File: config.mk
export PLATFORM = sky130hd
export DESIGN_NAME = memory_arbiter_multi
export DESIGN_NICKNAME = d
export VERILOG_FILES = /design/src/rtl/memory_arbiter_multi.sv
export SDC_FILE = /design/constraint.sdc
export NUM_CORES = 1
export LEC_CHECK = 0
export ABC_AREA = 1
export BUFFER_PORTS_ARGS = -buffer_cell sky130_fd_sc_hd__buf_4
export CORE_AREA = 2 2 253 255
export DETAILED_ROUTE_END_ITERATION = 8
export DIE_AREA = 0 0 255 257
export HOLD_SLACK_MARGIN = 0.15
export PLACE_DENSITY = 0.35
export SKIP_CTS_REPAIR_TIMING = 1
export SYNTH_ARGS = -nofsm -noshare
export SYNTH_HDL_FRONTEND = slang
export SYNTH_SLANG_ARGS = --single-unit
export TNS_END_PERCENT = 10
File: constraint.sdc
create_clock -name CLK -period 11.55 [get_ports CLK]
set_input_delay 1.155 -clock CLK [delete_from_list [all_inputs] [get_ports CLK]]
set_output_delay 1.155 -clock CLK [all_outputs]
set_load 0.01 [all_outputs]
File: src/rtl/memory_arbiter_multi.sv
`timescale 1ns/1ps
`default_nettype none
// ============================================================================
// Module   : memory_arbiter_multi
// Brief    : Arbitrates NCH burst requestors onto one main-memory port with
//            fixed-priority or round-robin selection and a wait-state
//            watchdog that aborts hung transfers.
// Revision : 1.0 - initial release
// ============================================================================
module memory_arbiter_multi #(
    parameter int NCH     = 4,
    parameter int ADDR_W  = 32,
    parameter int DATA_W  = 64,
    parameter int LEN_W   = 2,
    parameter int RR_MODE = 1,
    parameter int TIMEOUT = 255
) (
    input  logic                    CLK,
    input  logic                    RST,
    input  logic [NCH-1:0]          req,
    input  logic [NCH-1:0]          req_wen,
    input  logic [NCH*ADDR_W-1:0]   req_addr,
    input  logic [NCH*LEN_W-1:0]    req_len,
    input  logic [NCH*DATA_W-1:0]   req_wdata,
    output logic [NCH-1:0]          grant,
    output logic [NCH-1:0]          beat,
    output logic [LEN_W-1:0]        beat_idx,
    output logic [DATA_W-1:0]       rdata,
    output logic [NCH-1:0]          done,
    output logic [NCH-1:0]          err,
    output logic                    ram_ren,
    output logic                    ram_wen,
    output logic [ADDR_W-1:0]       ram_addr,
    output logic [DATA_W-1:0]       ram_store,
    input  logic [DATA_W-1:0]       ram_load,
    input  logic                    ram_wait
);

    localparam int                  c_PTR_W     = (NCH > 1) ? $clog2(NCH) : 1;
    localparam int                  c_WAIT_W    = (TIMEOUT > 0) ? $clog2(TIMEOUT + 1) : 1;
    localparam bit                  c_WD_EN     = (TIMEOUT > 0);
    localparam logic [ADDR_W-1:0]   c_STEP      = ADDR_W'(DATA_W / 8);
    localparam logic [c_WAIT_W-1:0] c_WAIT_LAST = c_WAIT_W'((TIMEOUT > 0) ? TIMEOUT - 1 : 0);
    localparam logic [c_PTR_W-1:0]  c_LAST_CH   = c_PTR_W'(NCH - 1);

    typedef enum logic [1:0] {
        S_IDLE = 2'd0,
        S_BUSY = 2'd1,
        S_DONE = 2'd2
    } state_t;

    state_t                 r_state;
    logic [NCH-1:0]         r_grant;
    logic [c_PTR_W-1:0]     r_owner;
    logic                   r_wen;
    logic [ADDR_W-1:0]      r_base;
    logic [LEN_W-1:0]       r_len;
    logic [LEN_W-1:0]       r_cnt;
    logic [c_WAIT_W-1:0]    r_wait_cnt;
    logic [c_PTR_W-1:0]     r_ptr;
    logic [NCH-1:0]         r_beat;
    logic [LEN_W-1:0]       r_beat_idx;
    logic [DATA_W-1:0]      r_rdata;
    logic [NCH-1:0]         r_done;
    logic [NCH-1:0]         r_err;
    logic                   r_ram_ren;
    logic                   r_ram_wen;

    logic                   w_any;
    logic [c_PTR_W-1:0]     w_win;
    logic [c_PTR_W-1:0]     w_cand;
    logic [DATA_W-1:0]      w_store;

    // Winner selection: scan starts at the RR pointer (or 0 in fixed mode) and wraps
    always_comb begin
        w_any  = 1'b0;
        w_win  = '0;
        w_cand = '0;
        for (int i = 0; i < NCH; i++) begin
            if (RR_MODE != 0) begin
                w_cand = c_PTR_W'((int'(r_ptr) + i) % NCH);
            end else begin
                w_cand = c_PTR_W'(i);
            end
            if (!w_any && req[w_cand]) begin
                w_any = 1'b1;
                w_win = w_cand;
            end
        end
    end

    // Write data follows the granted slice live so the owner can stream beats
    always_comb begin
        w_store = '0;
        for (int i = 0; i < NCH; i++) begin
            if (r_grant[i]) begin
                w_store = w_store | req_wdata[i*DATA_W +: DATA_W];
            end
        end
    end

    // Burst FSM: latch request in IDLE, stream beats in BUSY, report in DONE
    always_ff @(posedge CLK or posedge RST) begin
        if (RST) begin
            r_state    <= S_IDLE;
            r_grant    <= '0;
            r_owner    <= '0;
            r_wen      <= 1'b0;
            r_base     <= '0;
            r_len      <= '0;
            r_cnt      <= '0;
            r_wait_cnt <= '0;
            r_ptr      <= '0;
            r_beat     <= '0;
            r_beat_idx <= '0;
            r_rdata    <= '0;
            r_done     <= '0;
            r_err      <= '0;
            r_ram_ren  <= 1'b0;
            r_ram_wen  <= 1'b0;
        end else begin
            r_beat <= '0;
            r_done <= '0;
            r_err  <= '0;
            case (r_state)
                S_IDLE: begin
                    if (w_any) begin
                        r_grant    <= NCH'(1) << w_win;
                        r_owner    <= w_win;
                        r_wen      <= req_wen[w_win];
                        r_base     <= req_addr[w_win*ADDR_W +: ADDR_W];
                        r_len      <= req_len[w_win*LEN_W +: LEN_W];
                        r_cnt      <= '0;
                        r_wait_cnt <= '0;
                        r_ram_ren  <= ~req_wen[w_win];
                        r_ram_wen  <= req_wen[w_win];
                        r_state    <= S_BUSY;
                    end
                end
                S_BUSY: begin
                    if (!ram_wait) begin
                        r_beat     <= r_grant;
                        r_beat_idx <= r_cnt;
                        r_wait_cnt <= '0;
                        if (!r_wen) begin
                            r_rdata <= ram_load;
                        end
                        if (r_cnt == r_len) begin
                            r_ram_ren <= 1'b0;
                            r_ram_wen <= 1'b0;
                            r_done    <= r_grant;
                            r_cnt     <= '0;
                            r_state   <= S_DONE;
                        end else begin
                            r_cnt <= r_cnt + 1'b1;
                        end
                    end else if (c_WD_EN && (r_wait_cnt == c_WAIT_LAST)) begin
                        // Hung beat: abort without DONE so the RR pointer keeps its place
                        r_ram_ren  <= 1'b0;
                        r_ram_wen  <= 1'b0;
                        r_err      <= r_grant;
                        r_grant    <= '0;
                        r_cnt      <= '0;
                        r_wait_cnt <= '0;
                        r_state    <= S_IDLE;
                    end else begin
                        r_wait_cnt <= r_wait_cnt + 1'b1;
                    end
                end
                S_DONE: begin
                    r_grant <= '0;
                    r_ptr   <= (r_owner == c_LAST_CH) ? '0 : r_owner + 1'b1;
                    r_state <= S_IDLE;
                end
                default: begin
                    r_state <= S_IDLE;
                end
            endcase
        end
    end

    assign grant     = r_grant;
    assign beat      = r_beat;
    assign beat_idx  = r_beat_idx;
    assign rdata     = r_rdata;
    assign done      = r_done;
    assign err       = r_err;
    assign ram_ren   = r_ram_ren;
    assign ram_wen   = r_ram_wen;
    assign ram_addr  = r_base + (ADDR_W'(r_cnt) * c_STEP);
    assign ram_store = w_store;

endmodule
`default_nettype wire

==> results.sh <==
export IMPL_setup_tns_ns=0
export IMPL_grt_antenna_before_repair=31
export IMPL_grt_pass1_vias=11900
export IMPL_first_iter_violations=718
export IMPL_power_w=0.003890
export IMPL_detail_route_antenna_nets=0
export IMPL_clockBufferDepth=2
export IMPL_post_drt_wl_per_cell_um=20.61
export IMPL_overflow=0
export IMPL_p_leak_nw=7.874
export IMPL_ys_flop_type="dfrtp_1"
export IMPL_rsz0062_at_grt="no"
export IMPL_detail_route_first_pass_iterations=5
export IMPL_crit_type="flop to output port"
export IMPL_postSynth_asyncResetShare_pct=100.0
export IMPL_power_density_nw_per_um2=252.6
export IMPL_htreeDepth=4
export IMPL_r2r_start="r_ptr[0]"
export IMPL_die_w_um=255
export IMPL_ys_types=33
export IMPL_gp_congestion=0.8494
export IMPL_synth_warnings=0
export IMPL_rows=92
export IMPL_synthCells=1338
export IMPL_areaGrowthSynthToFinish_pct=68.38
export IMPL_setup_worst_path_start="r_cnt[0]"
export IMPL_relSlewSlack_pct=30.36
export IMPL_cts_reportedPaths_clkPinSlew_ns=0.06
export IMPL_drt_drc_violations_left=0
export IMPL_crit_path_end_kind="output port"
export IMPL_cts_root_buf="clkbuf_16"
export IMPL_ir_worst_vdd_mv=0.09602
export IMPL_grt_first_pass_wirelength_um=80740
export IMPL_drv_slew=0
export IMPL_post_route_min_period_ns=4.144
export IMPL_critPathSlowestCell="fa_1"
export IMPL_cpLargestDelayFamily="simple AND/OR/NAND/NOR gates"
export IMPL_port_buffers=646
export IMPL_cts_sinks=135
export IMPL_worst_ep_required_time_ns=10.40
export IMPL_tightest_slew_ns=1.045
export IMPL_io_pins=647
export IMPL_fin_skew_ns=0.01253
export IMPL_grt_usage_pct=17.10
export IMPL_die_h_um=257
export IMPL_path_cells="ha_1 -> inv_1 -> fa_1 -> nor3_1 -> nand4_1 -> nor4b_1 -> nand2_1 -> xnor2_1 -> buf_4"
export IMPL_min_from="r_base[3]"
export IMPL_drive_above_1_share_pct=39.73
export IMPL_finalHoldViolCount=0
export IMPL_max_freq_ghz=0.2413
export IMPL_critPathBufInv=2
export IMPL_die_area_um2=65540
export IMPL_numCtsBuffers=17
export IMPL_clock_latency_ns=0.47
export IMPL_ys_ff_latch=135
export IMPL_postSynthAreaPerCell_um2=6.834
export IMPL_yosys_area_top_type="dfrtp_1"
export IMPL_core_area_um2=62740
export IMPL_grt_max_degree=99
export IMPL_fillers=7194
export IMPL_critPathMaxFanout=5
export IMPL_via_per_inst=4.103
export IMPL_critPathLaunchType="flop"
export IMPL_cpPeakStageDelay_ns=0.46
export IMPL_status="finished clean"
export IMPL_synthTopCellsByArea="dfrtp_1, nand2_1, mux2_2, nand4_1, nand3_1"
export IMPL_final_net_count=2417
export IMPL_tritoncts="yes"
export IMPL_finalSetupViolCount=0
export IMPL_worstPathArrival_ns=2.99
export IMPL_min_path_type="flop to flop"
export IMPL_vias=11520
export IMPL_max_cap_viol_count=0
export IMPL_syn_cell_area_um2=9144
export IMPL_start_util_pct=14.58
export IMPL_wirelength_um=57870
export IMPL_synth_edf_count=0
export IMPL_dp_hpwl_um=47270
export IMPL_synth_top_area_share_pct=36.95
export IMPL_syn_num_nets=1815
export IMPL_min_period_over_period_pct=35.88
export IMPL_ys_seq_area_share_pct=36.95
## synth_stat cells (12+ instances only)
library cell,count
nor3_1,25
nand4_1,78
xnor2_1,14
xor2_1,16
clkbuf_1,38
o21ai_0,12
nand2_1,699
dfrtp_1,135
mux2_2,64
nor2_1,37
inv_1,42
buf_1,12
buf_2,16
nand3_1,94
## cells in the final DEF (no fill, tap or decap), types with 17 or more instances in the layout
cell / synthesis / final
nor2_1: 37 / 37
nand3_1: 94 / 94
mux2_2: 64 / 64
nand4_1: 78 / 78
nand2_1: 699 / 696
dfrtp_1: 135 / 131
clkbuf_16: 0 / 17
buf_4: 4 / 660
inv_1: 42 / 41
nor3_1: 25 / 25
## power by group
part / switching, W / internal (W) / total (W)
Clock: 0.000243 / 0.000311 / 0.000554
Combinational: 0.00152 / 0.000966 / 0.00249
Sequential: 0.000169 / 0.000681 / 0.000850
Total: 0.00193 / 0.00196 / 0.00389
## area by class of cell
cell class              count  area [µm²]  area share [%]
clock buffers              21       460.4           2.991
well taps                 846        1059           6.875
clock inverters            11       115.1          0.7477
multi-input cells        1077        5213           33.86
flip-flops and latches    135        3383           21.97
inverters                  49       188.9           1.227
diodes                      9       22.52          0.1463
repair buffers            660        4955           32.18
## flip-flops by register name, indices dropped and copies added (netlist names)
register	count
r_cnt	2
grant	4
r_state	2
r_base	32
ram_wen	1
ram_ren	1
beat_idx	2
rdata	64
r_wait_cnt	8
r_len	2
r_owner	2
r_wen	1
beat	4
err	4
r_ptr	2
done	4
## final timing paths
path	endpoint	slack, ns	cells after the start
worst max-delay path	ram_addr[19]	7.41	9
worst min-delay path	r_base[3]	0.49	2
worst max register to register	r_len[0]	8.33	16
worst min register to register	r_base[3]	0.49	2
max in group asynchronous	rdata[34]	9.53	3
min in group asynchronous	rdata[62]	0.88	2
## worst register-to-register path, delay by kind of cell, from the launching register on
kind | cells | cell delay, ns
and+or+nand+nor | 13 | 1.69
buffers and inverters | 3 | 0.92
DFF | 1 | 0.57
## kinds of logic after synthesis
| kind of cell | after synthesis | share of synthesized area, % |
|---|---|---|
| AOI/OAI and AO/OA | 26 | 1.560 |
| xor gates and xnor gates | 30 | 2.874 |
| adders and majority gates | 10 | 1.450 |
| buffers and inverters | 126 | 6.130 |
| DFF | 135 | 36.95 |
| muxes | 64 | 7.882 |
| and+or+nand+nor | 947 | 43.16 |
## metal layers
metal / track usage (%) / wire [µm]
met5: 0 / 0
met4: 5.897 / 1360
met3: 5.563 / 4576
met2: 33.03 / 31890
met1: 16.76 / 20040
## stage by stage
| stage | setup slack [ns] | area, µm² | util, % | hold WS [ns] | cells |
|---|---|---|---|---|---|
| floorplan | 6.784 | 9144 | - | 0.4496 | 1338 |
| global placement | 7.647 | 14800 | 23.59 | 0.4732 | 2767 |
| detailed placement | 7.669 | 14800 | 23.59 | 0.4844 | 2767 |
| CTS | 7.320 | 15370 | 24.51 | 0.5026 | 2799 |
| global route | 6.992 | 15400 | 24.54 | 0.5191 | 2808 |
| finish | 7.406 | 15400 | 24.54 | 0.4927 | 2808 |
No activity file was read; power rests on OpenSTA's default activity.
